--- config.mk ---
export PLATFORM = sky130hd
export DESIGN_NAME = dense_controller
export DESIGN_NICKNAME = d
export VERILOG_FILES = /design/src/rtl/dense_controller.sv
export SDC_FILE = /design/constraint.sdc
export NUM_CORES = 1
export LEC_CHECK = 0
export ABC_AREA = 0
export BUFFER_PORTS_ARGS = -buffer_cell sky130_fd_sc_hd__buf_2
export CORE_MARGIN = 2
export CORE_UTILIZATION = 50
export CTS_BUF_LIST = sky130_fd_sc_hd__clkbuf_8 sky130_fd_sc_hd__clkbuf_16
export DETAILED_ROUTE_END_ITERATION = 10
export PLACE_DENSITY_LB_ADDON = 0.1
export SYNTH_ARGS = -nofsm -noshare
export SYNTH_HDL_FRONTEND = slang
export SYNTH_SLANG_ARGS = --single-unit
--- constraint.sdc ---
create_clock -name clk -period 3.5 [get_ports clk]
set_clock_uncertainty 0.05 [all_clocks]
set_input_delay 0.175 -clock clk [delete_from_list [all_inputs] [get_ports clk]]
set_output_delay 0.175 -clock clk [all_outputs]
set_load 0.05 [all_outputs]
--- src/rtl/dense_controller.sv ---
// Sequencer for one fully-connected layer pass: load inputs, accumulate bias + sum(x*w)
// per neuron into the outputs RAM, then stream the results downstream.
module dense_controller #(
  parameter int IN_COUNT  = 16,
  parameter int OUT_COUNT = 10
) (
  input  logic clk,
  input  logic rst,
  input  logic start,
  input  logic inValid,
  output logic inReady,
  output logic outValid,
  input  logic outReady,
  output logic done,
  output logic err,
  input  logic gotData,
  input  logic mulDone,
  input  logic calcDone,
  input  logic putData,
  output logic clear,
  output logic busy,
  output logic rdi,
  output logic wri,
  output logic rdo,
  output logic wro,
  output logic inCntEn,
  output logic clearReg,
  output logic WorB,
  output logic load,
  output logic outCntEn
);

  localparam int BW = (IN_COUNT  > 1) ? $clog2(IN_COUNT)  : 1;
  localparam int NW = (OUT_COUNT > 1) ? $clog2(OUT_COUNT) : 1;
  localparam logic [BW-1:0] BEAT_LAST = BW'(IN_COUNT - 1);
  localparam logic [NW-1:0] NRN_LAST  = NW'(OUT_COUNT - 1);

  typedef enum logic [2:0] {
    S_IDLE = 3'd0,
    S_CLR  = 3'd1,
    S_LOAD = 3'd2,
    S_ACC0 = 3'd3,
    S_BIAS = 3'd4,
    S_MAC  = 3'd5,
    S_OUT  = 3'd6,
    S_FIN  = 3'd7
  } state_t;

  state_t        state_r;
  state_t        state_s;
  logic [BW-1:0] beat_cnt_r;
  logic [NW-1:0] nrn_cnt_r;
  logic          beat_term_s;
  logic          nrn_term_s;
  logic          flag_err_s;
  logic          err_r;

  assign err         = err_r;
  assign beat_term_s = (beat_cnt_r == BEAT_LAST);
  assign nrn_term_s  = (nrn_cnt_r == NRN_LAST);

  // State register
  always_ff @(posedge clk) begin
    if (rst) begin
      state_r <= S_IDLE;
    end else begin
      state_r <= state_s;
    end
  end

  // Next-state and datapath control decode
  always_comb begin
    state_s  = state_r;
    inReady  = 1'b0;
    outValid = 1'b0;
    done     = 1'b0;
    clear    = 1'b0;
    busy     = 1'b1;
    rdi      = 1'b0;
    wri      = 1'b0;
    rdo      = 1'b0;
    wro      = 1'b0;
    inCntEn  = 1'b0;
    clearReg = 1'b0;
    WorB     = 1'b0;
    load     = 1'b0;
    outCntEn = 1'b0;
    case (state_r)
      S_IDLE: begin
        busy = 1'b0;
        if (start) begin
          state_s = S_CLR;
        end else begin
          state_s = S_IDLE;
        end
      end
      S_CLR: begin
        clear    = 1'b1;
        clearReg = 1'b1;
        state_s  = S_LOAD;
      end
      S_LOAD: begin
        inReady = 1'b1;
        if (inValid) begin
          wri     = 1'b1;
          inCntEn = 1'b1;
          if (gotData) begin
            state_s = S_ACC0;
          end else begin
            state_s = S_LOAD;
          end
        end else begin
          state_s = S_LOAD;
        end
      end
      S_ACC0: begin
        clearReg = 1'b1;
        state_s  = S_BIAS;
      end
      S_BIAS: begin
        WorB    = 1'b1;
        load    = 1'b1;
        state_s = S_MAC;
      end
      S_MAC: begin
        rdi     = 1'b1;
        load    = 1'b1;
        inCntEn = 1'b1;
        // The last product goes straight into the outputs RAM alongside the accumulate
        if (mulDone) begin
          wro      = 1'b1;
          outCntEn = 1'b1;
          if (calcDone) begin
            state_s = S_OUT;
          end else begin
            state_s = S_ACC0;
          end
        end else begin
          state_s = S_MAC;
        end
      end
      S_OUT: begin
        rdo      = 1'b1;
        outValid = 1'b1;
        if (outReady) begin
          outCntEn = 1'b1;
          if (putData) begin
            state_s = S_FIN;
          end else begin
            state_s = S_OUT;
          end
        end else begin
          state_s = S_OUT;
        end
      end
      S_FIN: begin
        done    = 1'b1;
        busy    = 1'b0;
        state_s = S_IDLE;
      end
      default: begin
        busy    = 1'b0;
        state_s = S_IDLE;
      end
    endcase
  end

  // Shadow copies of the datapath beat and neuron counters
  always_ff @(posedge clk) begin
    if (rst || clear) begin
      beat_cnt_r <= '0;
      nrn_cnt_r  <= '0;
    end else begin
      if (inCntEn) begin
        beat_cnt_r <= beat_term_s ? '0 : beat_cnt_r + BW'(1);
      end else begin
        beat_cnt_r <= beat_cnt_r;
      end
      if (outCntEn) begin
        nrn_cnt_r <= nrn_term_s ? '0 : nrn_cnt_r + NW'(1);
      end else begin
        nrn_cnt_r <= nrn_cnt_r;
      end
    end
  end

  // Flag cross-check, only in the states that consume each flag
  always_comb begin
    flag_err_s = 1'b0;
    case (state_r)
      S_LOAD:  flag_err_s = (gotData != beat_term_s);
      S_MAC:   flag_err_s = (mulDone != beat_term_s) || (calcDone != nrn_term_s);
      S_OUT:   flag_err_s = (putData != nrn_term_s);
      default: flag_err_s = 1'b0;
    endcase
  end

  // Sticky error; a new start from IDLE wipes it
  always_ff @(posedge clk) begin
    if (rst) begin
      err_r <= 1'b0;
    end else if ((state_r == S_IDLE) && start) begin
      err_r <= 1'b0;
    end else if (flag_err_s) begin
      err_r <= 1'b1;
    end else begin
      err_r <= err_r;
    end
  end

endmodule

==> out/metrics.cfg <==
[outcome]
outcome = completed

[synthesis]
post_synth_inst_count = 98
yosys_most_used_dff = dfxtp_1
synthesized_flop_and_latch_total = 12
netlist.top_cell.by_area = dfxtp_1
syn-cell-area_um2 = 805.8
number_of_unique_standard_cell_types_used_by_synthesis = 43
synthArstFlopShare_pct = 0
proportion_of_netlist_area_held_by_the_largest_area_contributor_pct = 29.81
yosysWarningCount = 0
synth_edf_count = 0
synth_top_cells_by_count = dfxtp_1, nor2_1, a21oi_1, mux2i_1, o21ai_0
synth_seq_area_share_pct = 29.81
top_cells_by_area_in_the_synthesized_netlist = dfxtp_1, mux2i_1, nor2_1
yosys.cell_count.top_type = dfxtp_1
post_synth.cell_area_avg_um2 = 8.222
syn_nets = 108

[clock_tree]
postCtsResizedCells = 0
clkSlewWorstSetupHoldPaths_ns = 0.05
cts_hold_buffers = 0
clock_latency_reported_for_the_late_side_of_the_worst_skew_pair_ns = 0.24
clock_tree_from_tritoncts = yes
cts-root-buf = clkbuf_8
post-cts-setup-buffers = 0
clkSinkCount = 12
cts_inserted_buffers = 3
htree_levels = 1
clockBufferDepth = 2

[finish]
syn2layout_area_growth_pct = 18.32
post-route-cell-area_um2 = 953.4
stdcell_count = 134
fin_util_pct = 63.29
drive_gt1_share_pct = 28.81
num-nets-final = 130
antennaDiodeCount = 0

[sta]
hold_ws_ns = 0.1105
post-route-period-util_pct = 55.22
tns_ns = 0
max_frequency_mhz = 517.4
timing.slew.headroom_pct = 66.88
tightest_pin_transition_ns = 0.4962
hold_viol = 0
setup_viol_count_final = 0
rsz0062_at_grt = no
maxSlewViolCount = 0
post-route-min-period_ns = 1.933

[global_route]
grt_pass1_vias = 645
globalRouteTotalUtil_pct = 19.75
initial_antenna_violation_count = 0
grt_first_pass_wirelength_mm = 2.822
grt_start_max_net_pins = 18
grt_overflow_total = 0

[detailed_routing]
wl_met2_um = 721
first_pass_iters = 4
highest_layer = met4
wl_mm = 1.702
initialDrtViolationCount = 15
dr_total_vias = 759
vias_per_cell = 5.664
detail-route-antenna-nets = 0
wire_per_inst_um = 12.70
met3WireLength_um = 94
detail_route.drc_violations = 0
routedLengthMet1_um = 853

[setup_path]
setup.worst_path.start_class = flip-flop
critPathRequiredTime_ns = 3.27
regToRegStartpoint = state_r[2]
worst_path_largest_cell_delay_ns = 0.63
critical_path_class = reg2out
largest_fanout_of_any_net_on_the_critical_path = 16
worstSetupStartpoint = state_r[2]
worst_path_buffer_plus_inverter_count = 1
crit_path_cell_trace = and4bb_4 -> or2_1 -> buf_2
worst_path_dominant_cell_family = flip-flops
crit_slowest_cell = dfxtp_1
end_kind = output port
cp_data_arrival_time_ns = 1.71

[placed_design]
dp_hpwl_mm = 1.223
routabilityCongestion = 0.7708
dp.cells = 131
placement.io_buffers = 23
dpl-instance-area_um2 = 912.1

[run]
max_cap_viol_count = 0

[floorplanning]
floorplan.initialDensity_pct = 53.49
die_w_um = 44.15
io_pins = 24
rows = 14
fp.dieArea_mm2 = 0.001949
fp.coreArea_mm2 = 0.001506
die_h_um = 44.15

[power_and_ir_drop]
vdd_drop_max_mv = 0.2674
pwr_density_cell_mw_per_mm2 = 380.0
leakage_nw = 0.4342

[min_path]
hold_path_class = in2reg
hp-start = rst

## logic make-up (layout without fill, tap and decap cells)
logic type	count (synthesis)	after routing	synth area share, %
xor+xnor	3	3	3.261
compound gates	22	22	17.70
buf+inv	9	29	4.969
flops	12	12	29.81
fa+ha+maj	1	1	1.553
simple gates	45	45	34.63
mux	6	6	8.074
## per-stage QoR
| step | power [mW] | setup slack (ns) |
|---|---|---|
| final | 0.3623 | 1.567 |
| after floorplan | 0.2199 | 1.518 |
| after global routing | 0.3811 | 1.459 |
| after CTS | 0.3643 | 1.588 |
| after detailed placement | 0.2393 | 1.800 |
| after global placement | 0.2392 | 1.834 |
## worst paths after layout
check	to	slack, ns	cells past startpoint
worst min-delay path	state_r[1]	0.11	2
worst max register to register	beat_cnt_r[3]	1.78	4
worst min register to register	err	0.41	2
worst max-delay path	inCntEn	1.57	3
## cell type report
| cell class | count | area [um2] |
|---|---|---|
| Timing Repair Buffer | 23 | 115.1 |
| Inverter | 3 | 11.26 |
| Fill cell | 143 | 553.0 |
| Tap cell | 16 | 20.02 |
| Sequential cell | 12 | 240.2 |
| Multi-Input combinational cell | 77 | 525.5 |
| Clock buffer | 3 | 41.29 |
## per-layer routing
metal	up-vias	track usage, %
li1	395	-
met1	334	27.00
met3	5	3.673
met2	25	29.12
met5	-	0
met4	0	10.91
## cell usage in the layout (no fill, tap or decap), types with 2 or more instances in the layout
cell       n
o21ai_0    5
nor3b_1    3
mux2i_1    5
nand2_1    4
inv_1      2
xnor2_1    2
nor2_1    11
and3b_1    4
nand3_1    2
dfxtp_1   12
a21oi_1    6
clkbuf_8   3
a31oi_1    2
nand2b_1   2
nor3_1     2
and3_1     2
and2_1     2
nor2b_1    3
buf_2     23
## worst register-to-register path: stages, from the launching register on
cell	delay, ns
dfxtp_1	0.63
and4bb_4	0.32
or2_1	0.28
a41oi_1	0.26
nor3_2	0.06
## state kept, by name (all words and copies together) (netlist names)
register,count
state_r,3
nrn_cnt_r,4
err,1
beat_cnt_r,4
## where the power goes
part           internal [mW]  switching [mW]  total, mW
Combinational         0.0293          0.0554     0.0847
Clock                 0.0758          0.0495      0.125
Sequential             0.141          0.0116      0.152
No activity file was read; power rests on OpenSTA's default activity.
